## config.mk

```make
export PLATFORM = sky130hd
export DESIGN_NAME = psum_requant_unit
export DESIGN_NICKNAME = d
export VERILOG_FILES = /design/src/rtl/psum_requant_unit.sv
export SDC_FILE = /design/constraint.sdc
export NUM_CORES = 1
export LEC_CHECK = 0
export ABC_CLOCK_PERIOD_IN_PS = 11010
export CAP_MARGIN = 20
export CORE_ASPECT_RATIO = 0.75
export CORE_UTILIZATION = 46
export DETAILED_ROUTE_END_ITERATION = 10
export PLACE_DENSITY = 0.65
export SETUP_SLACK_MARGIN = 0.3
export SYNTH_ARGS = -nofsm -noshare
export SYNTH_HDL_FRONTEND = slang
export SYNTH_SLANG_ARGS = --single-unit
```

## constraint.sdc

```tcl
create_clock -name clk -period 11.01 [get_ports clk]
set_input_delay 2.7525 -clock clk [delete_from_list [all_inputs] [get_ports clk]]
set_output_delay 2.7525 -clock clk [all_outputs]
set_load 0.02 [all_outputs]
```

## src/rtl/psum_requant_unit.sv

```systemverilog
// rtl/psum_requant_unit.sv - channel accumulator with bias, rounding shift, relu and saturation
module psum_requant_unit #(
  parameter int IN_W   = 29,
  parameter int ACC_W  = 40,
  parameter int OUT_W  = 16,
  parameter int CNT_W  = 10,
  parameter int BIAS_W = 32,
  parameter int SH_W   = 5
) (
  input  logic                     clk,
  input  logic                     rst,
  input  logic [CNT_W-1:0]         cfg_num_ch,
  input  logic [SH_W-1:0]          cfg_shift,
  input  logic                     cfg_relu,
  input  logic signed [BIAS_W-1:0] bias,
  input  logic                     in_valid,
  input  logic signed [IN_W-1:0]   in_data,
  output logic                     in_ready,
  output logic                     out_valid,
  output logic signed [OUT_W-1:0]  out_data,
  input  logic                     out_ready,
  output logic                     busy,
  output logic [CNT_W-1:0]         ch_cnt
);

  localparam logic signed [ACC_W-1:0] SAT_MAX = ACC_W'((2 ** (OUT_W - 1)) - 1);
  localparam logic signed [ACC_W-1:0] SAT_MIN = -ACC_W'(2 ** (OUT_W - 1));
  localparam logic signed [OUT_W-1:0] OUT_MAX = {1'b0, {(OUT_W - 1){1'b1}}};
  localparam logic signed [OUT_W-1:0] OUT_MIN = {1'b1, {(OUT_W - 1){1'b0}}};

  logic signed [ACC_W-1:0]  acc;
  logic [CNT_W-1:0]         n_q;
  logic [SH_W-1:0]          shift_q;
  logic                     relu_q;
  logic signed [BIAS_W-1:0] bias_q;

  logic                     first;
  logic                     accept;
  logic                     is_last;
  logic [CNT_W-1:0]         n_eff;
  logic [SH_W-1:0]          shift_eff;
  logic                     relu_eff;
  logic signed [BIAS_W-1:0] bias_eff;
  logic [CNT_W:0]           cnt_inc;
  logic signed [ACC_W-1:0]  in_ext;
  logic signed [ACC_W-1:0]  bias_ext;
  logic signed [ACC_W-1:0]  sum;
  logic signed [ACC_W-1:0]  rnd;
  logic signed [ACC_W-1:0]  shifted;
  logic signed [ACC_W-1:0]  clipped;
  logic signed [OUT_W-1:0]  sat;

  assign first    = (ch_cnt == '0);
  assign in_ready = !out_valid || out_ready;
  assign accept   = in_valid && in_ready;
  assign busy     = !first;

  // Effective config: live inputs on the first beat of a pixel, latched copy afterwards
  always_comb begin
    n_eff     = n_q;
    shift_eff = shift_q;
    relu_eff  = relu_q;
    bias_eff  = bias_q;
    if (first) begin
      n_eff     = (cfg_num_ch == '0) ? CNT_W'(1) : cfg_num_ch;
      shift_eff = cfg_shift;
      relu_eff  = cfg_relu;
      bias_eff  = bias;
    end
  end

  // Final-beat arithmetic: sum, round-half-up shift, relu, then clamp to the output range
  always_comb begin
    cnt_inc  = {1'b0, ch_cnt} + 1'b1;
    is_last  = (cnt_inc == {1'b0, n_eff});
    in_ext   = {{(ACC_W - IN_W){in_data[IN_W-1]}}, in_data};
    bias_ext = {{(ACC_W - BIAS_W){bias_eff[BIAS_W-1]}}, bias_eff};
    sum      = acc + in_ext + bias_ext;
    rnd      = '0;
    if (shift_eff != '0) begin
      rnd = {{(ACC_W - 1){1'b0}}, 1'b1} << (shift_eff - 1'b1);
    end
    shifted = (sum + rnd) >>> shift_eff;
    clipped = (relu_eff && shifted[ACC_W-1]) ? '0 : shifted;
    if (clipped > SAT_MAX) begin
      sat = OUT_MAX;
    end else if (clipped < SAT_MIN) begin
      sat = OUT_MIN;
    end else begin
      sat = clipped[OUT_W-1:0];
    end
  end

  // Accumulator, channel counter and per-pixel config latch
  always_ff @(posedge clk or negedge rst) begin
    if (!rst) begin
      acc     <= '0;
      ch_cnt  <= '0;
      n_q     <= '0;
      shift_q <= '0;
      relu_q  <= 1'b0;
      bias_q  <= '0;
    end else if (accept) begin
      if (first) begin
        n_q     <= n_eff;
        shift_q <= shift_eff;
        relu_q  <= relu_eff;
        bias_q  <= bias_eff;
      end
      if (is_last) begin
        acc    <= '0;
        ch_cnt <= '0;
      end else begin
        acc    <= acc + in_ext;
        ch_cnt <= cnt_inc[CNT_W-1:0];
      end
    end
  end

  // Output register: load on the last beat, hold under stall, clear once drained
  always_ff @(posedge clk or negedge rst) begin
    if (!rst) begin
      out_valid <= 1'b0;
      out_data  <= '0;
    end else if (accept && is_last) begin
      out_valid <= 1'b1;
      out_data  <= sat;
    end else if (out_ready) begin
      out_valid <= 1'b0;
    end
  end

endmodule

```

==> impl_metrics.py <==
metrics = {
    "placed_design": {
        "gp_congestion": 1.02,
        "port_buffers": 109,
        "dp_hpwl_mm": 37.9,
        "dp_cells": 2219,
        "dpl-instance-area_um2": 16000,
    },
    "timing": {
        "finClkSkew_ns": 0.0177,
        "slew_headroom": 0.268,
        "worst_pin_slew_ns": 1.09,
        "setup_viol": 0,
        "final.min_clock_period_ns": 10.43,
        "rsz0062_at_grt": "no",
        "fmax_ghz": 0.0959,
        "hold_viol_final": 0,
        "drv_slew": 0,
        "post-route-period-util": 0.947,
    },
    "synth": {
        "async_flop_share": 1.00,
        "yosysTopAreaCell": "dfrtp_1",
        "yosys_warnings": 0,
        "avgSynthCellArea_um2": 8.18,
        "post_synth_num_cell_types": 97,
        "yosysSeqAreaShare": 0.209,
        "synth-seq-cells": 115,
        "synth_edf_count": 0,
        "synth_cells": 1680,
        "synth.area.top_cells": "dfrtp_1 (21%), ha_1 (7.8%), mux2_2 (6.5%), nand2_1 (5.2%), fa_1 (5.0%)",
        "synth_top_area_frac": 0.209,
        "netlist_area_um2": 13700,
        "synth_nets": 1881,
        "synth-main-ff-cell": "dfrtp_1",
    },
    "cts": {
        "cts.path.max_buffers": 2,
        "htree_levels": 4,
        "path_clk_slew_ns": 0.07,
        "ctsHoldBuffers": 0,
        "clkLatencyLatePin_ns": 0.46,
        "root_buffer": "clkbuf_16",
        "numCtsBuffers": 17,
        "cts_num_sinks": 115,
        "cts_tree": "yes",
    },
    "routing": {
        "vias": 14000,
        "drt_drc_violations_left": 0,
        "drt_iter0_drc": 1216,
        "wl_per_cell_um": 21.4,
        "viasPerCell": 6.21,
        "firstDrtPassIters": 5,
        "postRouteAntennaNets": 0,
        "wirelength_mm": 48.4,
    },
    "floorplan": {
        "num_rows": 54,
        "die_x_um": 202,
        "core_area_um2": 29300,
        "io_pins": 110,
        "die_area_um2": 30600,
        "initial_utilization": 0.470,
        "fp.dieH_um": 152,
    },
    "layout": {
        "final_cells": 2257,
        "final_cell_mix": "nand2_1 (187), nor2_1 (140), buf_4 (135)",
        "fin_area_um2": 16900,
        "mostFrequentLayoutCell": "nand2_1",
        "layout-drive-gt1-share": 0.180,
        "fin_util": 0.576,
        "syn2layout_area_growth_pct": 22.7,
        "nets": 2052,
        "fill_cells": 2680,
    },
    "global_routing": {
        "antenna_found_initial": 1,
        "overflow": 0,
        "grt_use_met3": 0.0573,
        "met2_usage": 0.468,
        "grt_pass1_vias": 13300,
        "gr-max-usage-layer": "met1",
        "grtUsageMet1": 0.480,
        "grt_max_degree": 60,
        "grt_pass1_wl_mm": 75.2,
        "track_usage": 0.319,
    },
    "min_path": {
        "hp-class": "flip-flop to flip-flop",
    },
    "setup_path": {
        "max_stage_delay_ns": 0.50,
        "critPathMostFrequentCell": "a21oi_1",
        "cp_slowest_cell": "or4_4",
        "path_class": "primary input to flip-flop",
        "path_max_fanout": 7,
        "end_kind": "flip-flop",
        "rrSetupSlack_ns": 2.54,
        "crit_arrival_ns": 10.81,
        "crit_required_ns": 11.39,
        "start_kind": "primary input",
    },
    "run_status": {
        "run_status": "finished, final reports clean",
    },
    "job": {
        "maxCapViolCount": 0,
    },
}
## worst max-delay path: cells and delay by family
family	cells	cell delay (ns)
muxes	1	0.25
and+or+nand+nor	4	0.70
buffers and inverters	5	1.08
AOI/OAI and AO/OA	19	4.40
adders and majority gates	4	1.17
xor gates and xnor gates	2	0.45
## cell usage after synthesis, types with 9 or more instances
cell / instances
xor2_1: 26
o21ai_0: 100
a22o_1: 21
a2111oi_0: 9
nand2_1: 189
mux2i_1: 54
or3_1: 11
nand4_1: 17
xnor2_1: 56
a21oi_1: 122
nor2_1: 146
and2_1: 28
clkbuf_1: 71
and3_1: 17
o31ai_1: 19
fa_1: 34
nor4_1: 17
nand3_1: 59
a31oi_1: 21
nand2b_1: 11
a211oi_1: 15
mux2_2: 79
a41o_1: 10
ha_1: 86
a21o_1: 42
o21bai_1: 14
o2111ai_1: 10
inv_1: 43
nor3_1: 34
dfrtp_1: 115
o211ai_1: 35
buf_1: 13
## worst paths after layout
path / start / to / depth (start not counted)
min in group asynchronous: rst / acc[38] / 1
min: acc[21] / acc[21] / 2
max: in_data[0] / out_data[11] / 35
max reg2reg: ch_cnt[0] / out_data[11] / 27
max in group asynchronous: rst / out_data[11] / 2
min reg2reg: acc[21] / acc[21] / 2
## kinds of logic (layout without fill, tap and decap cells)
group / after synthesis / in the layout / synth area share
multiplexers: 137 / 137 / 0.109
buffers and inverters: 137 / 321 / 0.0390
AND/OR/NAND/NOR: 557 / 557 / 0.188
adder cells (fa/ha/maj): 120 / 120 / 0.128
XOR/XNOR: 84 / 84 / 0.0555
AO/OA/AOI/OAI: 529 / 529 / 0.271
flip-flops: 115 / 115 / 0.209
other: 1 / 2 / 0.000273
## metal layers
layer,vias up,share of wire
li1,6626,-
met1,6742,0.49
met2,600,0.41
met3,43,0.084
met4,0,0.015
met5,-,0
## what timing repair did
item,4_1_cts,5_1_grt
resized for setup,0,56
setup buffers,0,4
endpoints found under the hold margin,0,0
setup endpoints to repair,0,15
## stage by stage
| stage | TNS, ns | worst slack [ns] | hold slack, ns |
|---|---|---|---|
| 4_1_cts | 0 | 0.406 | 0.487 |
| 5_1_grt | 0 | 0.235 | 0.518 |
| 6_report | 0 | 0.578 | 0.485 |
| 2_1_floorplan | 0 | 0.897 | 0.453 |
| 3_5_place_dp | -0.0674 | -0.0572 | 0.471 |
| 3_3_place_gp | -0.139 | -0.0781 | 0.465 |
## layout make-up
| type | count | area [µm²] | area share |
|---|---|---|---|
| clock buffers | 17 | 425 | 0.0252 |
| inverters | 43 | 161 | 0.00957 |
| multi-input cells | 1428 | 10600 | 0.630 |
| clock inverters | 15 | 138 | 0.00816 |
| diodes | 1 | 2.50 | 0.000148 |
| flip-flops and latches | 115 | 2880 | 0.171 |
| repair buffers | 246 | 2140 | 0.127 |
| well taps | 392 | 490 | 0.0291 |
## state kept, by name, summed over array words and instances (netlist names)
name	cells
acc	40
bias_q	32
ch_cnt	10
n_q	10
out_data	16
out_valid	1
relu_q	1
shift_q	5
Power is not shown: default switching activity piles up to over one toggle a cycle in this logic, so the estimate is an artifact.
